--- src/rtl/sub_slice_sequencer.sv ---
// Wide a - b computed on one SIZE-bit subtractor slice, LSB slice first.
// Define SUB_SAT_EN to clamp negative results to zero.
module sub_slice_sequencer #(
    parameter int SIZE   = 2,
    parameter int SLICES = 4
) (
    input  logic                   clk,
    input  logic                   rst_n,
    input  logic                   start,
    input  logic [SIZE*SLICES-1:0] a,
    input  logic [SIZE*SLICES-1:0] b,
    output logic                   busy,
    output logic                   done,
    output logic [SIZE*SLICES-1:0] diff,
    output logic                   borrow
);

    localparam int WIDTH = SIZE * SLICES;
    localparam int IDX_W = $clog2(SLICES);

    typedef enum logic [1:0] {
        IDLE = 2'd0,
        RUN  = 2'd1,
        DONE = 2'd2
    } state_t;

    state_t             r_state;
    state_t             w_next;
    logic [WIDTH-1:0]   r_a;
    logic [WIDTH-1:0]   r_b;
    logic [WIDTH-1:0]   r_diff;
    logic [IDX_W-1:0]   r_idx;
    logic               r_bin;
    logic               r_borrow;

    logic               w_accept;
    logic               w_last;
    logic [SIZE-1:0]    w_sa;
    logic [SIZE-1:0]    w_sb;
    logic [SIZE:0]      w_sub;
    logic [SIZE-1:0]    w_d;
    logic               w_bo;

    assign w_accept = start && (r_state != RUN);
    assign w_last   = (r_idx == IDX_W'(SLICES - 1));

    assign w_sa  = r_a[int'(r_idx)*SIZE +: SIZE];
    assign w_sb  = r_b[int'(r_idx)*SIZE +: SIZE];
    assign w_sub = {1'b0, w_sa} - {1'b0, w_sb} - {{SIZE{1'b0}}, r_bin};
    assign w_d   = w_sub[SIZE-1:0];
    assign w_bo  = w_sub[SIZE];

    always_ff @(posedge clk) begin
        if (!rst_n) begin
            r_state <= IDLE;
        end else begin
            r_state <= w_next;
        end
    end

    always_comb begin
        w_next = r_state;
        case (r_state)
            IDLE:    if (start) w_next = RUN;
            RUN:     if (w_last) w_next = DONE;
            DONE:    w_next = start ? RUN : IDLE;
            default: w_next = IDLE;
        endcase
    end

    always_ff @(posedge clk) begin
        if (!rst_n) begin
            r_a      <= '0;
            r_b      <= '0;
            r_diff   <= '0;
            r_idx    <= '0;
            r_bin    <= 1'b0;
            r_borrow <= 1'b0;
        end else if (w_accept) begin
            r_a      <= a;
            r_b      <= b;
            r_diff   <= '0;
            r_idx    <= '0;
            r_bin    <= 1'b0;
            r_borrow <= 1'b0;
        end else if (r_state == RUN) begin
            r_diff[int'(r_idx)*SIZE +: SIZE] <= w_d;
            r_bin <= w_bo;
            r_idx <= r_idx + 1'b1;
            if (w_last) begin
                r_borrow <= w_bo;
`ifdef SUB_SAT_EN
                // Negative result clamps on the same edge, no extra cycle.
                if (w_bo) r_diff <= '0;
`endif
            end
        end
    end

    assign busy   = (r_state == RUN);
    assign done   = (r_state == DONE);
    assign diff   = r_diff;
    assign borrow = r_borrow;

endmodule

--- config.mk ---
export PLATFORM = sky130hd
export DESIGN_NAME = sub_slice_sequencer
export DESIGN_NICKNAME = d
export VERILOG_FILES = /design/src/rtl/sub_slice_sequencer.sv
export SDC_FILE = /design/constraint.sdc
export NUM_CORES = 1
export LEC_CHECK = 0
export CORE_MARGIN = 2
export CORE_UTILIZATION = 30
export CTS_CLUSTER_DIAMETER = 120
export DETAILED_ROUTE_END_ITERATION = 7
export PLACE_DENSITY_LB_ADDON = 0.05
export SLEW_MARGIN = 20
export SYNTH_ARGS = -nofsm -noshare
export SYNTH_HDL_FRONTEND = slang
export SYNTH_SLANG_ARGS = --single-unit
--- constraint.sdc ---
create_clock -name clk -period 6 [get_ports clk]
set_clock_uncertainty 0.15 [all_clocks]
set_input_delay 0.6 -clock clk [delete_from_list [all_inputs] [get_ports clk]]
set_output_delay 0.6 -clock clk [all_outputs]
set_load 0.05 [all_outputs]
## After elaboration in Yosys (flattened, before gate mapping)

Index checks and enable logic that the tools add are counted.

- Register bits after elaboration: 30
- Input bits: 19
- Output and inout bits: 11
- Word-level logic and storage cells: 32

- Add/sub/neg operators: 4
- Equality and inequality tests: 6
- Shift-type cells: 4
- Muxes and demuxes: 5
- Bitwise operators: 1
- Reductions and logical operators: 5

Operators with widths:

| cell | count |
|---|---|
| negation 3 -> 33 bit | 1 |
| variable shift 2 x 33 -> 8 bit, first input constant | 1 |
| indexed part select 2 x 33 -> 8 bit | 1 |
| indexed part select 8 x 4 -> 2 bit | 2 |
| bitwise mux 8 bit | 1 |
| one-hot mux 2 bit (3 select lines) | 1 |
| == test 2 bit, second input constant | 2 |
| 2-to-1 mux 2 bit | 2 |
| inequality test 2 x 1 -> 1 bit, second input constant | 2 |
| AND reduction 2 bit | 2 |
| subtractor 2 x 2 -> 3 bit | 1 |
| subtractor 3 x 1 -> 3 bit | 1 |
| adder 2 x 1 -> 2 bit, second input constant | 1 |
| == test 2 x 1 -> 1 bit, second input constant | 1 |
| logical NOT 2 bit | 1 |
| inequality test 2 bit, second input constant | 1 |
| OR reduction 2 bit | 1 |
| logical AND 1 bit | 1 |
| 2-to-1 mux 1 bit | 1 |
| NOT 1 bit | 1 |

## Longest topological paths before layout

- Word-level depth: 5
- Gate-level depth with buffers: 9
- Mapped depth without buffers: 8

## Worst setup path before layout

No wires, ideal clock.

- Kind: register to register
- Start: reg r_idx[0]
- End: reg r_diff[5], in the netlist diff[5]
- Setup time: 70 ps
- Arrival: 2,456 ps
- Data required time: 5,780 ps
- Setup slack: 3,324 ps
- Stages on the path, launching flop included: 8
- Path buffers: 1
- Period minus slack after synthesis: 2,676 ps
- Path through: dfxtp_1 > buf_2 > mux4_2 > fa_1 > inv_1 > fa_1 > or3b_1 > a21oi_1

- Longest elaborated chain between the ends: 5
- Elaborated cells between the ends (all ways): 8
- Those cells by class: add/sub (3); shift (4); mux (1)

Ends and longest elaborated chain:

| what | line | RTL |
|---|---|---|
| start, declared | 32 | `logic [IDX_W-1:0] r_idx;` |
| start signal, assigned | 89 | `r_idx <= r_idx + 1'b1;` |
| indexed part select 8 x 4 -> 2 bit (on tied branches) | 47, 48 |  |
| subtractor 2 x 2 -> 3 bit | 49 | `assign w_sub = {1'b0, w_sa} - {1'b0, w_sb} - {{SIZE{1'b0}}, r_bin};` |
| subtractor 3 x 1 -> 3 bit | 49 |  |
| indexed part select 2 x 33 -> 8 bit | 87 | `r_diff[int'(r_idx)*SIZE +: SIZE] <= w_d;` |
| bitwise mux 8 bit (*) | 87 |  |
| end signal, assigned by index | 87 |  |
| end, declared | 31 | `logic [WIDTH-1:0] r_diff;` |

Mark *: on every way between the ends. The rest lies on a longest branch, timed or not.
A chain may end at the register's enable or synchronous reset.

## Final worst setup path

- Start: reg r_state[0]
- End: out busy

- Longest elaborated chain between the ends: 1

Ends and longest elaborated chain:

| what | line | RTL |
|---|---|---|
| start, declared | 27 | `state_t r_state;` |
| start signal, assigned | 57 | `r_state <= w_next;` |
| == test 2 x 1 -> 1 bit | 100 | `assign busy = (r_state == RUN);` |
| end, declared | 12 | `output logic busy,` |

Every way passes these cells.

==> impl_metrics.yaml <==
sta:
  max-slew-margin-rel: 0.436
  totalNegativeSetupSlack_ns: 0
  setup_ws_ns: 2.57
  worst_slew_pin_slew_ns: 0.847
  max_freq_mhz: 291
  fin_hold_ws_ns: 0.300
  rsz0062_at_grt: "no"
  slew_violations: 0
  finalHoldViolations: 0
  setup_violations: 0
  min_period_ns: 3.43
  final.period_utilization: 0.572
clock_tree:
  cts.sinks: 30
  cts_tree: "done"
  hold_buffers: 0
  cts_made_buffers: 5
  clk_pin_slew_worst_paths_ns: 0.06
  clockBufferDepth: 2
  cts_resized: 0
  clock_latency_ns: 0.28
  clock-root-buffer: "clkbuf_8"
  cts_setup_buffers: 0
  cts.htree.levels: 2
floorplanning:
  die_h_um: 73.5
  core_region_area_mm2: 0.00469
  rows: 25
  die_x_um: 73.5
  die-area_mm2: 0.00540
  initial_core_util: 0.309
  io_pins: 30
drt:
  wire_per_inst_um: 13.8
  postRouteAntennaNets: 0
  drt_wl_total_um: 3310
  detail_route.vias_per_cell: 5.11
  firstDrtPassIters: 4
  drc_errors: 0
  dr.first_iter.drc_count: 55
  num_vias: 1221
critical_path:
  cp_cell_sequence: "nand2b_1 -> inv_2 -> clkdlybuf4s50_1"
  start_kind: "register"
  crit_path_end_kind: "primary output"
  arrival_ns: 2.68
  critPathRequiredTime_ns: 5.25
  cp_top_family: "buffers and inverters"
  slowest_delay_ns: 0.89
  critical_path_class: "reg2out"
  cp_max_fo: 25
  worst_path_max_delay_cell: "clkdlybuf4s50_1"
  path_buf_inv: 2
yosys:
  yosysWarnings: 0
  ys.flop_type: "dfxtp_1"
  syn_nets: 187
  synth_top_cell_by_area: "dfxtp_1"
  ys_top_cells_by_count: "30 x dfxtp_1, 18 x nand3_1, 16 x a21boi_1"
  yosysSeqAreaShare: 0.415
  synth_top_cell_area_share: 0.415
  async_flop_share: 0
  synth_edf_count: 0
  yosys-top-cells-area: "dfxtp_1 41%, a21boi_1 8.3%, nand3_1 6.2%, mux4_2 6.2%, ha_1 5.2%"
  ys_seq_elements: 30
  postSynthAreaPerCell_um2: 9.05
  syn_inst: 160
  synth_most_common_cell: "dfxtp_1"
  synth.distinct_cells: 29
  netlist_area_mm2: 0.00145
finish:
  design_area_mm2: 0.00183
  fin_util: 0.391
  n_fill_cell: 483
  syn2layout_area_growth_pct: 26.7
  nets: 212
  antenna_cells: 0
  drive_above_1_share: 0.0595
place:
  place_area_mm2: 0.00176
  io_buffers: 29
  gp_congestion: 0.713
  post-dp-hpwl_um: 2280
  pre_cts_ws_ns: 2.83
pwr:
  power_density_mw_per_mm2: 235
  seq_power_share: 0.496
  vdd_drop_max_v: 0.000102
  cell_internal_pwr_mw: 0.318
  leakagePower_nw: 0.633
  pwr-share-clk: 0.351
  p_comb_frac: 0.153
  power.switching_mw: 0.114
  power.share.switching: 0.264
grt:
  grt_max_degree: 26
  grt_pass1_vias: 1234
  track_usage: 0.140
  grt_overflow: 0
  grt_pass1_wl_um: 5670
  antenna_found_initial: 0
run:
  max_cap_viol_count: 0
min_path:
  hp-class: "reg2reg"
status:
  status: "finished, final reports clean"
[per-stage QoR]
| step | std cells | power, mW |
|---|---|---|
| after floorplan | 160 | 0.260 |
| after global routing | 239 | 0.458 |
| after CTS | 239 | 0.439 |
| final | 239 | 0.432 |
| after global placement | 232 | 0.285 |
| after detailed placement | 232 | 0.286 |
[path summary, 6_finish.rpt]
kind	from	endpoint	slack, ns	cells past startpoint
worst min-delay path	diff[3]$_SDFFE_PP0P_	diff[3]$_SDFFE_PP0P_	0.30	2
worst max register to register	r_idx[0]$_SDFFE_PP0P_	diff[1]$_SDFFE_PP0P_	3.02	7
worst max-delay path	r_state[0]$_SDFFE_PN0P_	busy	2.57	3
worst min register to register	diff[3]$_SDFFE_PP0P_	diff[3]$_SDFFE_PP0P_	0.30	2
[cells in the final DEF, fill, tap and decap left out, types with 2 or more instances in the layout]
master,count
dfxtp_1,30
clkdlybuf4s50_1,29
nand3_1,18
a21boi_1,16
nand2_1,14
o21ai_1,12
a21oi_1,11
inv_1,8
o21ai_0,6
ha_1,6
clkbuf_8,5
mux4_2,4
nand3b_1,4
nand4b_1,2
nand4_1,2
nor2_1,2
fa_1,2
clkbuf_1,2
[flip-flops by register name, summed over array words and instances, names as in the netlist]
signal   flops
r_b          8
r_bin        1
r_idx        2
diff         8
r_a          8
borrow       1
r_state      2
[tightest hold or removal path: cells and delay by family, from the launching register on]
kind,cells,cell delay [ns]
flops,1,0.31
simple gates,1,0.05
compound gates,1,0.05
[per-layer routing]
metal,global-route usage,vias up,share of wire
met5,0,-,0
met4,0.0485,0,0.014
met3,0.0535,6,0.044
met2,0.233,27,0.48
met1,0.164,570,0.47
li1,-,618,-
[power by group through the flow]
stage	registers, mW	logic (mW)	clock network [mW]
floorplan	0.217	0.0436	0
global placement	0.219	0.0669	0
detailed placement	0.219	0.0668	0
CTS	0.214	0.0668	0.158
global route	0.215	0.0735	0.169
finish	0.214	0.0661	0.151
[kinds of logic after synthesis]
kind of cell               share of synthesized area
AOI/OAI and AO/OA                              0.194
adders and majority gates                     0.0795
buffers and inverters                         0.0562
DFF                                            0.415
muxes                                         0.0622
and+or+nand+nor                                0.194
[area by class of cell]
class                      instances  area (um2)  share of cell area
clock buffer                       7        76.3              0.0416
inverter                           9        33.8              0.0184
multi-input combinational        110         766               0.417
sequential                        30         601               0.327
tap                               54        67.6              0.0368
timing repair buffer              29         290               0.158
(Power assumes the default switching activity.)
